File: config.mk
export PLATFORM = sky130hd
export DESIGN_NAME = hazard_scoreboard
export DESIGN_NICKNAME = d
export VERILOG_FILES = /design/src/rtl/hazard_pkg.sv /design/src/rtl/sb_match.sv /design/src/rtl/hazard_scoreboard.sv
export SDC_FILE = /design/constraint.sdc
export NUM_CORES = 1
export LEC_CHECK = 0
export CAP_MARGIN = 15
export CORE_UTILIZATION = 26
export DETAILED_ROUTE_END_ITERATION = 7
export SETUP_SLACK_MARGIN = 0.15
export SYNTH_ARGS = -nofsm -noshare
export SYNTH_HDL_FRONTEND = slang
export SYNTH_SLANG_ARGS = --single-unit
File: constraint.sdc
create_clock -name clk -period 6.1 [get_ports clk]
set_input_delay 1.22 -clock clk [delete_from_list [all_inputs] [get_ports clk]]
set_output_delay 1.22 -clock clk [all_outputs]
set_load 0.1 [all_outputs]
File: src/rtl/hazard_pkg.sv
// hazard_pkg: shared encodings and scoreboard entry layout for hazard_scoreboard
package hazard_pkg;
    localparam int MAX_AW = 8;
    localparam int MAX_SW = 4;
    localparam int FWD_RF = 0;
    localparam int STG_E = 0;
    localparam int STG_M = 1;
    localparam int STG_W = 2;
    localparam int AVAIL_ALU = 1;
    localparam int AVAIL_LOAD = 2;
    typedef struct packed {
        logic v;
        logic we;
        logic [MAX_AW-1:0] wa;
        logic [MAX_SW-1:0] avail;
    } sb_entry_t;
endpackage

File: src/rtl/sb_match.sv
// sb_match: youngest scoreboard stage producing one source, in forwarding or stall mode
module sb_match
    import hazard_pkg::*;
#(
    parameter int DEPTH = 3,
    parameter int AW = 4,
    parameter int PC_REG = 15,
    parameter int STALL = 0,
    parameter int SW = $clog2(DEPTH)
) (
    input  sb_entry_t [DEPTH-1:0] ent,
    input  logic [AW-1:0]         ra,
    input  logic                  used,
    output logic [SW-1:0]         sel,
    output logic                  hit
);
    // scanning oldest to youngest lets the youngest qualifying producer win
    always_comb begin
        sel = SW'(FWD_RF);
        hit = 1'b0;
        for (int s = DEPTH - 1; s >= 0; s--) begin
            if (used && ent[s].v && ent[s].we && ent[s].wa == MAX_AW'(ra) && int'(ra) != PC_REG &&
                (STALL != 0 ? (s <= DEPTH - 2 && int'(ent[s].avail) > s + 1)
                            : (s > STG_E && int'(ent[s].avail) <= s))) begin
                sel = SW'(s);
                hit = 1'b1;
            end
        end
    end
endmodule

File: src/rtl/hazard_scoreboard.sv
// hazard_scoreboard: shift-register scoreboard producing forwarding selects, stalls and flushes
module hazard_scoreboard
    import hazard_pkg::*;
#(
    parameter int NREG = 16,
    parameter int NSRC = 2,
    parameter int DEPTH = 3,
    parameter int PC_REG = 15,
    parameter int CNTW = 16,
    parameter int AW = $clog2(NREG),
    parameter int SW = $clog2(DEPTH)
) (
    input  logic               clk,
    input  logic               reset,
    input  logic               issue_valid,
    input  logic               issue_we,
    input  logic [AW-1:0]      issue_wa,
    input  logic [SW-1:0]      issue_avail,
    input  logic [NSRC*AW-1:0] dec_ra,
    input  logic [NSRC-1:0]    dec_ra_used,
    input  logic               branch_taken_e,
    output logic               stall_f,
    output logic               stall_d,
    output logic               flush_d,
    output logic               flush_e,
    output logic [NSRC*SW-1:0] fwd_sel,
    output logic [CNTW-1:0]    stall_cnt
);
    sb_entry_t [DEPTH-1:0] ent;
    sb_entry_t nxt;
    logic [NSRC*AW-1:0] e_ra;
    logic [NSRC-1:0] e_used, stall_hit, unused_fwd_hit;
    logic [NSRC*SW-1:0] unused_stall_sel;
    logic load;
    assign load = issue_valid & ~stall_d & ~branch_taken_e;
    always_comb begin
        nxt = '0;
        if (load) nxt = '{v: 1'b1, we: issue_we, wa: MAX_AW'(issue_wa), avail: MAX_SW'(issue_avail)};
    end
    always_ff @(posedge clk or posedge reset) begin
        if (reset) begin
            ent       <= '0;
            e_ra      <= '0;
            e_used    <= '0;
            stall_cnt <= '0;
        end else begin
            ent       <= {ent[DEPTH-2:0], nxt};
            e_ra      <= load ? dec_ra : '0;
            e_used    <= load ? dec_ra_used : '0;
            stall_cnt <= stall_cnt + CNTW'(stall_d && stall_cnt != '1);
        end
    end
    genvar i;
    for (i = 0; i < NSRC; i++) begin : g_src
        sb_match #(.DEPTH(DEPTH), .AW(AW), .PC_REG(PC_REG), .STALL(0)) u_fwd (
            .ent(ent), .ra(e_ra[i*AW +: AW]), .used(e_used[i]),
            .sel(fwd_sel[i*SW +: SW]), .hit(unused_fwd_hit[i])
        );
        sb_match #(.DEPTH(DEPTH), .AW(AW), .PC_REG(PC_REG), .STALL(1)) u_stall (
            .ent(ent), .ra(dec_ra[i*AW +: AW]), .used(dec_ra_used[i]),
            .sel(unused_stall_sel[i*SW +: SW]), .hit(stall_hit[i])
        );
    end
    assign stall_d = |stall_hit & ~branch_taken_e;
    assign stall_f = stall_d;
    assign flush_d = branch_taken_e;
    assign flush_e = branch_taken_e | stall_d;
endmodule

* After elaboration in Yosys (flattened, before gate mapping)
Cells that the tools add are included.
** Word-level totals
- Bits in latches :: 0
- Flip-flop bits (word level) :: 68
- ROM bits :: 0
- Memory bits (writable) :: 0
- Memories :: 0
- Bits of input ports :: 21
** Operators by class
- Divide/modulo/power cells :: 0
- Shift operators :: 0
- $mul :: 0
- Bitwise logic cells :: 6
- Reductions and logical operators :: 42
- Mux-type cells :: 11
- $lt $le $gt $ge :: 4
- Equality and inequality tests :: 13
- Add/sub/neg operators :: 1
** Operators by type and width (number)
- == test 8 x 4 -> 1 bit :: 8
- logical AND 1 bit :: 41
- adder 16 x 1 -> 16 bit :: 1
- != test 16 bit (second input constant) :: 1
- != test 4 x 1 -> 1 bit (second input constant) :: 4
- two-way mux 14 bit :: 1
- two-way mux 2 bit :: 5
- two-way mux 8 bit :: 1
- greater-than comparator 4 x 1 -> 1 bit (second input constant) :: 1
- greater-than comparator 4 x 2 -> 1 bit (second input constant) :: 1
- less-or-equal comparator 4 x 1 -> 1 bit (second input constant) :: 1
- less-or-equal comparator 4 x 2 -> 1 bit (second input constant) :: 1
- two-way mux 1 bit :: 4
- bitwise AND 1 bit :: 3
- NOT 1 bit :: 2
- OR reduction 2 bit :: 1
- bitwise OR 1 bit :: 1

* Depth between registers and ports, before layout
Gate-level depths: netlist (run 1).
- Word-level depth :: 13
- Mapped depth :: 11
- Depth with buffers taken out :: 10

* Modules after synthesis
From an unflattened synthesis (run 1), not the netlist that was laid out.
** Unflattened totals
- Cells, all modules :: 222
- Area total of the unflattened synthesis :: 2451.1 sq um
** By module, submodules not included
- hazard_scoreboard :: instances 1, seq. area each 1251.2 sq um, cells an instance 124, area each 1760.4 sq um
- sb_match at g_src[0].u_stall ... :: instances 2, seq. area each 0.0 sq um, cells an instance 25, area each 176.4 sq um
- sb_match at g_src[0].u_fwd ... :: instances 2, seq. area each 0.0 sq um, cells an instance 24, area each 168.9 sq um

* Worst setup path after synthesis (run 1)
Ideal clock, no wire load.
- Kind :: register -> output
- Start point :: register ent[20] (netlist name)
- End point :: output fwd_sel[1]
- Slack :: 0.897 ns
- Data arrival time :: 3.983 ns
- Stages on the path, launching flop included :: 5
- Path through :: dfrtp_1 xor2_1 or4_1 nor4_2 nor2_1
** Between the ends
- Longest elaborated chain between the ends :: 5
** RTL lines
- == test 8 x 4 -> 1 bit :: RTL line sb_match.sv:22 : if (used && ent[s].v && ent[s].we && ent[s].wa == MAX_AW'(ra) && int'(ra) != PC_REG &&
- logical AND 1 bit (3 in series) :: RTL line sb_match.sv:22
- two-way mux 2 bit :: RTL line sb_match.sv:22
- to (decl) :: RTL line hazard_scoreboard.sv:26 : output logic [NSRC*SW-1:0] fwd_sel,
Every way passes these cells.

* Final worst setup path (run 1)
- Start point :: input dec_ra[1]
- End point :: output stall_f
** Between the ends
- Longest elaborated chain between the ends :: 8
** RTL lines
- from (decl) :: RTL line hazard_scoreboard.sv:19 : input logic [NSRC*AW-1:0] dec_ra,
- == test 8 x 4 -> 1 bit :: RTL line sb_match.sv:22
- logical AND 1 bit (3 in series) :: RTL line sb_match.sv:22
- two-way mux 1 bit :: RTL line sb_match.sv:22
- two-way mux 1 bit * :: RTL line sb_match.sv:22
- OR reduction 2 bit * :: RTL line hazard_scoreboard.sv:64 : assign stall_d = |stall_hit & ~branch_taken_e;
- bitwise AND 1 bit * :: RTL line hazard_scoreboard.sv:64
- to (decl) :: RTL line hazard_scoreboard.sv:22 : output logic stall_f,
Mark *: on every way between the ends. The rest lies on a longest branch, timed or not.

==> run_results.csv, run 1 <==
group,metric,value,unit
run_status,status,"complete, no violations",
sta,fin_ws,1667,ps
sta,fin_skew,5.830,ps
power_and_ir_drop,p_int,0.4902,mW
drt,drc,0,
placed_design,io_buffers,44,
die,initial_core_util,27.30,%
placed_design,pre_cts_ws,1660,ps
synthesis,ys_seq_area_share,58.11,%
sta,setup_viol,0,
die,die_w,93.01,microns
grt,grt_usage,10.96,%
critical_path,crit_buf_inv,2,
synthesis,postSynthNetCount,204,
synthesis,synth_top_area_share,58.11,%
layout,n_antenna_cell,0,
die,io_pins,45,
synthesis,synth_commonest_cells,"dfrtp_1, xor2_1, and3_1, xnor2_1, nand2_1",
drt,routedWlPerCell,13.19,microns
clock_network,cts-root-buf,"clkbuf_8",
clock_network,h-tree-depth,2,
critical_path,crit_family,"buffers and inverters",
synthesis,synth-warning-count,0,
sta,timing.fmax,0.2256,GHz
power_and_ir_drop,p_seq_share,54.6,%
clock_network,clockBufferDepth,2,
grt,grt_pass1_vias,1504,
layout,drive_above_1_share,6.550,%
drt,routed_wl,4367,microns
die,floorplan.rows,32,
synthesis,synth.most_common_cell,"dfrtp_1",
synthesis,synthTopCellsByArea,"dfrtp_1, xor2_1, xnor2_1, and3_1, nand4_1",
drt,routed-via-count,1426,
critical_path,max_stage_delay,500,ps
drt,drt_iter0_drc,56,
synthesis,yosys.area.top_type,"dfrtp_1",
critical_path,r2r_slack,3270,ps
drt,avgViaCountPerCell,4.308,
die,dieArea,8650,sq um
clock_network,tritoncts,"yes",
clock_network,clk_latency,310,ps
grt,grt_pass1_wl,7210,microns
critical_path,worst_setup_path_start_kind,"primary input",
drt,drtPass1Iterations,4,
clock_network,cts.sinks,50,
power_and_ir_drop,p_leak,1.335,nW
clock_network,ctsResizeCount,0,
sta,timing.setup.tns,0,ps
job,cap_violations,0,
critical_path,path_cells,"clkdlybuf4s50_1, xor2_1, nor3_1, a32oi_1, o22a_1, nor2_1, buf_4",
synthesis,synth_seq_cells,50,
layout,nNetsFinal,251,
sta,slew_headroom,33.91,%
placed_design,gp_congestion,0.7456,
layout,n_fill_cell,781,
power_and_ir_drop,clock_power_share,37.0,%
die,die_h,93.01,microns
synthesis,synthCells,181,
sta,rsz0062_at_grt,"false",
layout,syn_to_final_growth,31.03,%
sta,finalCritPeriodShare,72.68,%
clock_network,cts_hold_buf,0,
synthesis,synth.distinct_cells,24,
sta,tightest_slew,988.3,ps
sta,fin_crit,4433,ps
grt,grt_max_degree,51,
die,core-area,7888,sq um
clock_network,cts_setup_buffers,0,
power_and_ir_drop,p_comb_share,8.4,%
drt,ant_nets,0,
synthesis,synth_edf_count,0,
critical_path,rr_startpoint,"ent[15]",
power_and_ir_drop,powerDensity,226.5,nW/um^2
critical_path,slowest_stage,"clkdlybuf4s50_1",
synthesis,syn_area,2153,sq um
power_and_ir_drop,swShare,23.30,%
critical_path,cp.arrival,3210,ps
grt,antenna_found_initial,0,
critical_path,end_kind,"output pin",
sta,report.final.slew_viol_count,0,
clock_network,clk_pin_slew,90,ps
clock_network,cts-buffers-inserted,5,
min_path,hp-start,"ent[0]",
critical_path,crit_fanout,21,
synthesis,postSynth.asyncResetShare,100.0,%
power_and_ir_drop,power.ir.vdd_worst,85.50,uV
synthesis,syn_avg_cell_area,11.90,sq um
synthesis,synth_ff_type,"dfrtp_1",
placed_design,dpl.hpwl,3240,microns
power_and_ir_drop,power.switching,0.1489,mW
critical_path,critPathLaunch,"dec_ra[1]",
grt,grt_overflow,0,
min_path,hp-class,"flip-flop to flip-flop",
sta,finalHoldViolations,0,
critical_path,crit_required,4880,ps
critical_path,crit_type,"primary input to output pin",
-- layout by cell type, fill, tap and decap left out, types with 3 or more instances in the layout --
master | synthesis | final
xnor2_1 | 19 | 19
clkdlybuf4s50_1 | 0 | 41
nand4_1 | 9 | 9
nand3_1 | 8 | 8
dfrtp_1 | 50 | 50
clkbuf_8 | 0 | 5
nor2_1 | 8 | 8
and4_1 | 3 | 3
buf_4 | 2 | 3
nand2_1 | 12 | 12
and3_1 | 19 | 19
xor2_1 | 27 | 27
nor3_1 | 7 | 7
-- power groups by stage --
stage | sequential [mW] | combinational, mW | clock, mW
floorplan | 0.355 | 0.0292 | 0
global placement | 0.356 | 0.0528 | 0
detailed placement | 0.356 | 0.0528 | 0
CTS | 0.349 | 0.0530 | 0.244
global route | 0.350 | 0.0593 | 0.260
finish | 0.349 | 0.0538 | 0.236
-- sequential cells by signal, indices dropped and copies added, names as in the netlist --
name       flops
stall_cnt     16
ent           24
e_ra           8
e_used         2
-- logic make-up after synthesis --
| family | count (synthesis) | share of synthesized area [%] |
|---|---|---|
| simple gates | 73 | 19.06 |
| fa+ha+maj | 2 | 1.162 |
| flops | 50 | 58.11 |
| compound gates | 4 | 1.453 |
| buf+inv | 6 | 1.510 |
| xor+xnor | 46 | 18.71 |
-- metrics by stage --
step / area, sq um / utilization (%) / power (mW) / instances / hold WS [ps]
finish: 2821 / 35.77 / 0.6391 / 331 / 354.8
global placement: 2685 / 34.04 / 0.4088 / 322 / 334.9
detailed placement: 2685 / 34.04 / 0.4089 / 322 / 336.3
floorplan: 2153 / - / 0.3843 / 181 / 331.2
global route: 2821 / 35.77 / 0.6694 / 331 / 364.0
CTS: 2801 / 35.52 / 0.6463 / 330 / 358.0
-- routing by layer --
metal	part of all wire [%]	GRT usage (%)
met4	1.8	4.231
met2	47	17.65
met3	6.3	3.496
met1	45	13.67
met5	0	0
-- final timing paths --
kind                            cells after the start       endpoint
worst max-delay path                                7        stall_f
max in group asynchronous                           3  stall_cnt[15]
worst min-delay path                                0        ent[14]
min in group asynchronous                           2         ent[0]
worst max register to register                     10  stall_cnt[10]
worst min register to register                      0        ent[14]
-- layout make-up --
| type | instances | area [sq um] | share of cell area [%] |
|---|---|---|---|
| Clock inverter | 3 | 47.55 | 1.685 |
| Inverter | 1 | 3.754 | 0.1330 |
| Timing Repair Buffer | 45 | 452.9 | 16.05 |
| Sequential cell | 50 | 1251 | 44.35 |
| Multi-Input combinational cell | 125 | 869.6 | 30.82 |
| Tap cell | 102 | 127.6 | 4.523 |
| Clock buffer | 5 | 68.82 | 2.439 |
No activity file was read; power rests on OpenSTA's default activity.
==> inputs of run 2 (changes only) <==
==> constraint.sdc (replaced) <==
create_clock -name clk -period 4.1 [get_ports clk]
set_input_delay 0.82 -clock clk [delete_from_list [all_inputs] [get_ports clk]]
set_output_delay 0.82 -clock clk [all_outputs]
set_load 0.1 [all_outputs]
==> run 2 against run 1 <==
Routed wire length up 2.5%. Clock power rose by 28%. Cell count unchanged. Via count rose by 2.5%. Combinational power up 56%. Critical path depth unchanged. Final area rose by 1.3%. Sequential power up 49%. Largest power group unchanged. Die area is the same.
==> run_results.csv, run 2 (synthesized netlist as in run 1, its figures left out) <==
group,metric,value,unit
clock_network,clk_latency,310,ps
clock_network,cts_setup_buffers,0,
die,initial_core_util,27.30,%
critical_path,r2r-end,"stall_cnt[10]",
critical_path,max_stage_delay,500,ps
run_status,status,"complete, no violations",
die,die_w,93.01,microns
grt,grt_max_degree,51,
critical_path,slowest_stage,"clkdlybuf4s50_1",
layout,postLayoutCellArea,2858,sq um
power_and_ir_drop,p_int,0.6852,mW
power_and_ir_drop,swShare,24.35,%
sta,finalHoldViolations,0,
die,dieArea,8650,sq um
die,io_pins,45,
placed_design,pre_cts_ws,397.9,ps
grt,grt_usage,11.51,%
power_and_ir_drop,power,0.9058,mW
min_path,hp-class,"flip-flop to flip-flop",
power_and_ir_drop,clock_power_share,33.4,%
placed_design,dpl_cell_area,2730,sq um
critical_path,crit_fanout,21,
drt,drc,0,
clock_network,tritoncts,"yes",
critical_path,worst_setup_path_start_kind,"primary input",
die,die_h,93.01,microns
layout,n_antenna_cell,0,
power_and_ir_drop,p_seq_share,57.4,%
clock_network,cts-buffers-inserted,5,
sta,report.final.slew_viol_count,0,
layout,final_common_cell,"dfrtp_1",
power_and_ir_drop,power.ir.vdd_worst,135.1,uV
critical_path,rr_startpoint,"ent[15]",
clock_network,clockBufferDepth,2,
critical_path,end_kind,"output pin",
grt,grt_pass1_wl,7569,microns
layout,nNetsFinal,251,
grt,grt_pass1_vias,1557,
placed_design,io_buffers,44,
layout,layout_common_cells,"dfrtp_1, clkdlybuf4s50_1, xor2_1",
critical_path,crit_required,3280,ps
sta,rsz0062_at_grt,"false",
layout,syn_to_final_growth,32.71,%
drt,drt_iter0_drc,28,
power_and_ir_drop,power.switching,0.2206,mW
job,cap_violations,0,
clock_network,clk_pin_slew,90,ps
min_path,whs_endpoint,"ent[14]",
sta,slew_headroom,33.92,%
sta,setup_viol,0,
critical_path,cp.arrival,2790,ps
drt,ant_nets,0,
critical_path,crit_type,"primary input to output pin",
critical_path,r2r_slack,1220,ps
drt,routed-via-count,1461,
drt,routedWlPerCell,13.52,microns
sta,timing.setup.tns,0,ps
grt,antenna_found_initial,0,
layout,largestRegisters,"ent: 24 flops, stall_cnt: 16 flops, e_ra: 8 flops",
critical_path,ff2ff_path_depth,10,
layout,largest_register,"ent",
drt,routed_wl,4474,microns
placed_design,gp_congestion,0.7903,
die,core-area,7888,sq um
placed_design,dpl.hpwl,3345,microns
min_path,holdPathStages,0,
min_path,hp-start,"ent[0]",
sta,tightest_slew,988.1,ps
clock_network,cts.sinks,50,
sta,fin_skew,5.138,ps
grt,grt_overflow,0,
clock_network,h-tree-depth,2,
power_and_ir_drop,powerDensity,316.9,nW/um^2
die,floorplan.rows,32,
drt,avgViaCountPerCell,4.414,
sta,timing.fmax,0.2772,GHz
layout,largest_reg_flops,24,
power_and_ir_drop,p_leak,1.351,nW
drt,drtPass1Iterations,4,
clock_network,cts-root-buf,"clkbuf_8",
sta,fin_ws,492.4,ps
sta,finalCritPeriodShare,87.99,%
power_and_ir_drop,p_comb_share,9.2,%
sta,holdWs,364.4,ps
clock_network,ctsResizeCount,0,
clock_network,cts_hold_buf,0,
sta,fin_crit,3608,ps
critical_path,path_cells,"clkdlybuf4s50_1, xor2_1, nor3_1, a32oi_1, o22a_1, nor2_2, buf_12",
layout,drive_above_1_share,9.170,%
run 2: cell count changes in the layout (fill, tap and decap cells not counted):
cell             change
nor4_2               -2
clkdlybuf4s50_1      -5
nor2_1               -1
clkbuf_8             +1
buf_4                +2
nor4_4               +2
clkinv_4             +1
buf_16               +1
bufinv_16            -1
inv_6                -1
nor2_2               +1
buf_12               +2
run 2: power groups by stage:
stage	combinational (mW)	sequential (mW)	clock (mW)
after CTS	0.0827	0.520	0.317
final	0.0837	0.520	0.302
after detailed placement	0.0823	0.530	0
after floorplan	0.0444	0.529	0
after global placement	0.0816	0.530	0
after global routing	0.0922	0.522	0.335
run 2: cell type report:
type | count | area (sq um)
sequential | 50 | 1251
tap | 102 | 127.6
clock buffer | 6 | 82.58
multi-input combinational | 125 | 889.6
inverter | 1 | 3.754
clock inverter | 2 | 17.52
timing repair buffer | 45 | 485.5
fill | 807 | 5030
run 2: how the worst max path moves through the flow:
stage	slack (ps)	to	depth (start not counted)	startpoint
floorplan	230	fwd_sel[1]	4	ent[20]
global placement	430	stall_cnt[10]	11	dec_ra[1]
detailed placement	400	stall_cnt[10]	11	dec_ra[1]
CTS	470	stall_d	7	dec_ra[1]
global route	360	flush_e	7	dec_ra[7]
finish	490	stall_d	7	dec_ra[1]
run 2: stage by stage:
stage	std cells	util, %
6_report	331	36.23
5_1_grt	331	36.23
4_1_cts	330	35.88
3_5_place_dp	322	34.61
3_3_place_gp	322	34.61
2_1_floorplan	181	-
run 2: layer usage:
metal	part of all wire, %	vias up	track usage (%)	wire (microns)
met2	51	38	19.85	2294
met5	0	-	0	0
met3	4.7	11	3.089	209
met4	2.3	0	5.000	102
met1	42	703	13.36	1867
li1	-	709	-	-
run 2: critical path, delay by kind of cell:
family / cells / cell delay [ps]
buffers and inverters: 2 / 710
AOI/OAI and AO/OA: 2 / 550
and+or+nand+nor: 2 / 500
xor gates and xnor gates: 1 / 200
